[src/rtl/flit_pkg.sv]
// Shared flit field layout and arbiter state type used by the packetizers,
// the link arbiter and the depacketizer.
package flit_pkg;

   localparam int FLIT_W  = 48;
   localparam int CTRL_HI = 47;
   localparam int CTRL_LO = 32;
   localparam int CTRL_W  = CTRL_HI - CTRL_LO + 1;
   localparam int DATA_HI = 31;
   localparam int DATA_LO = 16;

   localparam logic [CTRL_W-1:0] TAIL_CODE = 16'hFFFF;

   typedef enum logic {
      IDLE   = 1'b0,
      LOCKED = 1'b1
   } arb_state_t;

endpackage

[src/rtl/flit_link_arbiter_rr_pick.sv]
// Rotating-priority encoder: returns the first requester found scanning
// cyclically upward from ptr.
module rr_pick
   import flit_pkg::*;
#(
   parameter int NUM_SRC = 4,
   parameter int IDX_W   = 2
) (
   input  logic [NUM_SRC-1:0] req,
   input  logic [IDX_W-1:0]   ptr,
   output logic [IDX_W-1:0]   gnt_idx,
   output logic               any_req
);

   logic [IDX_W-1:0] w_idx;

   // Scan from the far end back toward ptr so the last hit is the closest one.
   always_comb begin
      gnt_idx = '0;
      any_req = 1'b0;
      w_idx   = '0;
      for (int k = NUM_SRC - 1; k >= 0; k--) begin
         w_idx = IDX_W'((int'(ptr) + k) % NUM_SRC);
         if (req[w_idx]) begin
            gnt_idx = w_idx;
            any_req = 1'b1;
         end
      end
   end

endmodule

[src/rtl/flit_link_arbiter.sv]
// Packet-atomic round-robin arbiter sharing one registered flit link between
// NUM_SRC sources, with a flit-count watchdog that forces release.
module flit_link_arbiter
   import flit_pkg::*;
#(
   parameter int                NUM_SRC       = 4,
   parameter int                FLIT_W        = flit_pkg::FLIT_W,
   parameter logic [CTRL_W-1:0] TAIL_CODE     = flit_pkg::TAIL_CODE,
   parameter int                MAX_PKT_FLITS = 16,
   localparam int               IDX_W         = (NUM_SRC > 1) ? $clog2(NUM_SRC) : 1
) (
   input  logic                      clk,
   input  logic                      reset,
   input  logic [NUM_SRC-1:0]        src_valid,
   input  logic [NUM_SRC*FLIT_W-1:0] src_flit,
   output logic [NUM_SRC-1:0]        src_ready,
   output logic [FLIT_W-1:0]         link_flit,
   output logic                      link_valid,
   input  logic                      link_ready,
   output logic [IDX_W-1:0]          grant_id,
   output logic                      busy,
   output logic                      pkt_abort
);

   arb_state_t          r_state;
   logic [IDX_W-1:0]    r_grant_id;
   logic [IDX_W-1:0]    r_rr_ptr;
   logic [7:0]          r_flit_cnt;
   logic [FLIT_W-1:0]   r_link_flit;
   logic                r_link_valid;
   logic                r_pkt_abort;

   logic [IDX_W-1:0]    w_pick_idx;
   logic                w_any_req;
   logic [IDX_W-1:0]    w_sel;
   logic                w_slot_free;
   logic                w_accept;
   logic [FLIT_W-1:0]   w_sel_flit;
   logic                w_is_tail;
   logic                w_wd_hit;

   function automatic logic [IDX_W-1:0] next_idx(input logic [IDX_W-1:0] idx);
      return (int'(idx) == NUM_SRC - 1) ? '0 : idx + 1'b1;
   endfunction

   rr_pick #(
      .NUM_SRC (NUM_SRC),
      .IDX_W   (IDX_W)
   ) u_rr_pick (
      .req     (src_valid),
      .ptr     (r_rr_ptr),
      .gnt_idx (w_pick_idx),
      .any_req (w_any_req)
   );

   // While locked only the owner may be served, even if it has dropped valid.
   always_comb begin
      w_slot_free = !r_link_valid || link_ready;
      w_sel       = (r_state == LOCKED) ? r_grant_id : w_pick_idx;
      src_ready   = '0;
      if (!reset && (r_state == LOCKED || w_any_req)) begin
         src_ready[w_sel] = w_slot_free;
      end
      w_accept   = src_valid[w_sel] && src_ready[w_sel];
      w_sel_flit = src_flit[w_sel*FLIT_W +: FLIT_W];
      w_is_tail  = (w_sel_flit[FLIT_W-1 -: CTRL_W] == TAIL_CODE);
      w_wd_hit   = ((r_flit_cnt + 8'd1) == 8'(MAX_PKT_FLITS));
   end

   always_ff @(posedge clk or posedge reset) begin
      if (reset) begin
         r_state      <= IDLE;
         r_grant_id   <= '0;
         r_rr_ptr     <= '0;
         r_flit_cnt   <= '0;
         r_link_flit  <= '0;
         r_link_valid <= 1'b0;
         r_pkt_abort  <= 1'b0;
      end else begin
         r_pkt_abort <= 1'b0;

         if (w_accept) begin
            r_link_flit  <= w_sel_flit;
            r_link_valid <= 1'b1;
         end else if (link_ready) begin
            r_link_valid <= 1'b0;
         end

         if (w_accept) begin
            if (r_state == IDLE) begin
               r_grant_id <= w_sel;
               if (w_is_tail) begin
                  r_rr_ptr <= next_idx(w_sel);
               end else begin
                  r_state    <= LOCKED;
                  r_flit_cnt <= 8'd1;
               end
            end else if (w_is_tail || w_wd_hit) begin
               // A watchdog release looks like a tail to the ring, plus the abort pulse.
               r_state     <= IDLE;
               r_rr_ptr    <= next_idx(r_grant_id);
               r_flit_cnt  <= '0;
               r_pkt_abort <= !w_is_tail;
            end else begin
               r_flit_cnt <= r_flit_cnt + 8'd1;
            end
         end
      end
   end

   assign link_flit  = r_link_flit;
   assign link_valid = r_link_valid;
   assign grant_id   = r_grant_id;
   assign busy       = (r_state == LOCKED);
   assign pkt_abort  = r_pkt_abort;

endmodule

[config.mk]
export PLATFORM = sky130hd
export DESIGN_NAME = flit_link_arbiter
export DESIGN_NICKNAME = d
export VERILOG_FILES = /design/src/rtl/flit_pkg.sv /design/src/rtl/flit_link_arbiter_rr_pick.sv /design/src/rtl/flit_link_arbiter.sv
export SDC_FILE = /design/constraint.sdc
export NUM_CORES = 1
export LEC_CHECK = 0
export ABC_CLOCK_PERIOD_IN_PS = 4950
export BUFFER_PORTS_ARGS = -buffer_cell sky130_fd_sc_hd__buf_4
export CORE_UTILIZATION = 25
export DETAILED_ROUTE_END_ITERATION = 10
export GPL_TIMING_DRIVEN = 0
export PLACE_DENSITY = 0.53
export REMOVE_ABC_BUFFERS = 1
export SLEW_MARGIN = 20
export SYNTH_ARGS = -nofsm -noshare
export SYNTH_HDL_FRONTEND = slang
export SYNTH_HIERARCHICAL = 1
export SYNTH_SLANG_ARGS = --single-unit
export TNS_END_PERCENT = 20
[constraint.sdc]
create_clock -name clk -period 4.95 [get_ports clk]
set_input_delay 0.7425 -clock clk [delete_from_list [all_inputs] [get_ports clk]]
set_output_delay 0.7425 -clock clk [all_outputs]
set_load 0.01 [all_outputs]
==> metrics list <==
* Die Outline Area: 17300 µm²
* Detailed Place HPWL: between 10000 and 15000 µm
- The worst setup path is launched from a primary input.
- Cell Rows: 46
- Maximum number of pins on one net before global-route repair: 58
* Final Cycle Share: 81.3%
* Worst Path Class, Setup: in -> reg
- Reg2reg start: r_rr_ptr[0]
* N_diodes: 0
- Overall routing resource usage: 16.7%
- Placement Setup Slack: 0.493 ns
* Remaining number of nets flagged by the antenna check after routing: 0
* Chip Width: 132 µm
- Vias/cell: 4.77
- The tree is rooted in a clkbuf_16.
- The area growth from synthesis to layout is 59.2%.
- Insertion delay of the later-clocked pin in the worst-skew pair: approximately 0.33 ns
- Leakage: 3.08 nW
* Number of design-rule violations left by the first detailed-router iteration: 127
- Clock-pin slew was measured on the worst setup and hold paths at 0.06 ns.
- Primary flip-flop cell chosen by synthesis mapping: dfrtp_1
- WL final: 14000 µm
- The worst pin sits at a relative slew slack of a little over two fifths.
- Drt pass-1 iters: 4
- The congestion estimate from routability-driven global placement came to roughly 0.73.
- Counting distinct cell types in the post-synthesis netlist gives 43.
- Clock tree from TritonCTS: yes
- No sink is reached through more buffers than the 2 on the longest clock path.
- After layout, the minimum clock period comes to 4.02 ns.
- The largest total area in the synthesized netlist belongs to dfrtp_1.
- Routed wire length per instance: 17.4 µm
- Number of cell instances on the worst register-to-register path: 11
- Wire length of the first global-routing pass: 22400 µm
- Number of maximum-capacitance violations: 0
* Post-layout util: between 40% and 50%
* Power per Cell Area: around 510 nW/µm²
* Combined area of all synthesized cells: 4190 µm²
* Final global-route overflow total: 0
* Clock buffer count from CTS: 9
- Initial antenna violation count: 0
- Fmax: ~250 MHz
- Leading post-synthesis cells by cell area: dfrtp_1, mux4_2, mux2_2, nand2_1, ha_1
* Endpoints failing setup: 0
- At the worst endpoint, the arrival time is 4.23 ns.
* Synth Register Bits: 63
* Maximum fanout along the worst path: 57
- Area of the placeable core: 16100 µm²
- For the pin with the worst max-slew slack, the measured transition is 0.852 ns.
- In this run the critical register-to-register path is captured at link_flit[42].
- Buffers added to address setup during post-CTS repair amount to 0.
- Sinks on the clock net: 63
* Number of design rule violations left after detail routing: 0
- Net total in the final layout: around 790
- After clock tree synthesis, the repair step resized 0 gates.
- The worst setup path is captured at a register.
- Syn_area_per_cell: 12.6 µm²
* Tightest Hold Check Type: in -> async
* Proportion of synthesized flip-flops having asynchronous set or reset: 100%
* Number of flops mapped to enable cells by yosys: 0
* Crit path setup slack, layout: just over 0.9 ns
* Yosys warning total: 6
- Number of buffer cells added on primary ports: 255
* Portion of synthesized cell area occupied by the leading cell type: between 30% and 40%
* Status: complete, no violations
- Summing the sequential cell areas from Yosys gives about 38% of the chip area.
* Starting utilization of the core area: 26.0%
* Die Y-Extent: 132 µm
- Largest clock skew in the final design: 0.00840 ns
- The count of endpoints failing hold in the final timing report came to 0.
- At the worst endpoint, the required time is 5.16 ns.
- For this block, the via count after detailed routing is 3832.
* H-tree depth reported by CTS: 3
- Setup repair after global routing left no endpoint under its margin.
- The setup check on the worst reg-to-reg path leaves a slack of 1.05 ns.
- CTS Hold Buffers Added: 0
* Final count of pins violating max slew: 0
* Number of global-route vias before repair: ~4100
- Filler cell count: 1612
- Number of I/O pins: 256
- Synthesis handed over a netlist of approximately 330 instances.
- Of the cells placed in the final design, the portion with a size suffix greater than 1 is 64.7%.
- Largest voltage drop on the vdd net: 178 µV
[layout make-up]
cell class	instances	area, µm²	area share (%)
Clock buffer	11	243	3.64
Clock inverter	4	70.1	1.05
Inverter	14	60.1	0.900
Multi-Input combinational cell	234	2440	36.6
Sequential cell	63	1580	23.6
Tap cell	216	270	4.05
Timing Repair Buffer	261	2010	30.1
[how the worst max path moves through the flow]
stage,from,endpoint,depth (start not counted)
after floorplan,src_valid[2],r_flit_cnt[2],10
after global placement,src_valid[3],r_flit_cnt[2],10
after detailed placement,src_valid[3],link_flit[33],12
after CTS,src_valid[3],link_flit[42],12
after global routing,src_valid[3],r_flit_cnt[3],14
final,src_valid[3],link_flit[42],12
[per-layer routing]
metal / up-vias / wire length, µm / track usage [%] / share of wire, %
met5: - / 0 / 0 / 0
met4: 0 / 225 / 5.36 / 1.6
met3: 16 / 1130 / 5.32 / 8.1
met2: 163 / 7340 / 29.0 / 53
met1: 1866 / 5260 / 19.3 / 38
li1: 1787 / - / - / -
[per-stage QoR]
stage,hold WS (ns),instances,TNS [ns],total power [mW],cell area (µm²)
CTS,0.408,803,0,3.45,6680
floorplan,0.516,311,-65.14,1.98,4070
global placement,0.479,782,-214.65,2.70,6250
finish,0.403,803,0,3.38,6680
global route,0.433,803,0,3.63,6680
detailed placement,0.486,788,0,2.75,6360
[cells by family after synthesis]
group                      count (synthesis)  share of synthesized area [%]
AOI/OAI and AO/OA                         33                           5.31
DFF                                       63                           37.6
buffers and inverters                     37                           4.33
muxes                                    103                           39.6
adders and majority gates                  7                           2.09
xor gates and xnor gates                   1                          0.209
and+or+nand+nor                           90                           10.9
[Yosys cell counts, drive strengths merged, types with 3 or more instances]
master	count
or3	4
nand2	32
dfrtp	63
nand3	9
mux4	44
ha	7
mux2	51
nand2b	3
nor3	6
a21oi	10
and2	4
nand4	12
inv	14
buf	15
o22ai	5
clkbuf	8
o21ai	8
nor2	10
mux2i	8
[registers in the layout, indices dropped and copies added (netlist names)]
signal and flops:
pkt_abort 1, busy 1, r_flit_cnt 8, r_rr_ptr 2
link_valid 1, link_flit 48, grant_id 2
[cells in the final DEF (no fill, tap or decap), types with 2 or more instances in the layout]
cell	netlist	routed
and3_1	2	2
clkbuf_16	0	9
o21ai_0	8	8
nor2_1	10	10
ha_1	7	7
buf_4	2	255
nand4_1	12	12
o22ai_1	5	5
and2_1	4	4
nand2_1	32	32
nor4_1	2	2
clkinv_2	0	2
o221ai_1	2	2
and4_1	2	2
inv_1	12	11
a21oi_1	9	9
dfrtp_1	63	63
mux2_2	49	49
bufinv_16	0	2
o32ai_1	2	2
inv_4	0	3
nand2b_1	3	3
mux2i_1	6	6
nand3_1	8	8
mux4_2	44	44
nor3_1	6	6
or2_2	2	2
mux2_1	2	2
or3_1	3	3
buf_6	3	3
[where the power goes]
group	leakage, nW	total, mW	switching [mW]	internal (mW)
Clock	0.155	0.681	0.231	0.450
Sequential	0.736	0.928	0.163	0.766
Combinational	2.19	1.78	0.769	1.01
[worst max-delay path, stage by stage]
cell	delay (ns)
buf_4	0.13
nand2b_1	0.14
a211oi_1	0.23
nor2_1	0.11
mux2i_4	0.54
inv_4	0.45
ha_1	0.35
and4_1	0.18
o31ai_4	0.50
buf_6	0.27
buf_6	0.21
mux2_2	0.35
No activity file was read; power rests on OpenSTA's default activity.
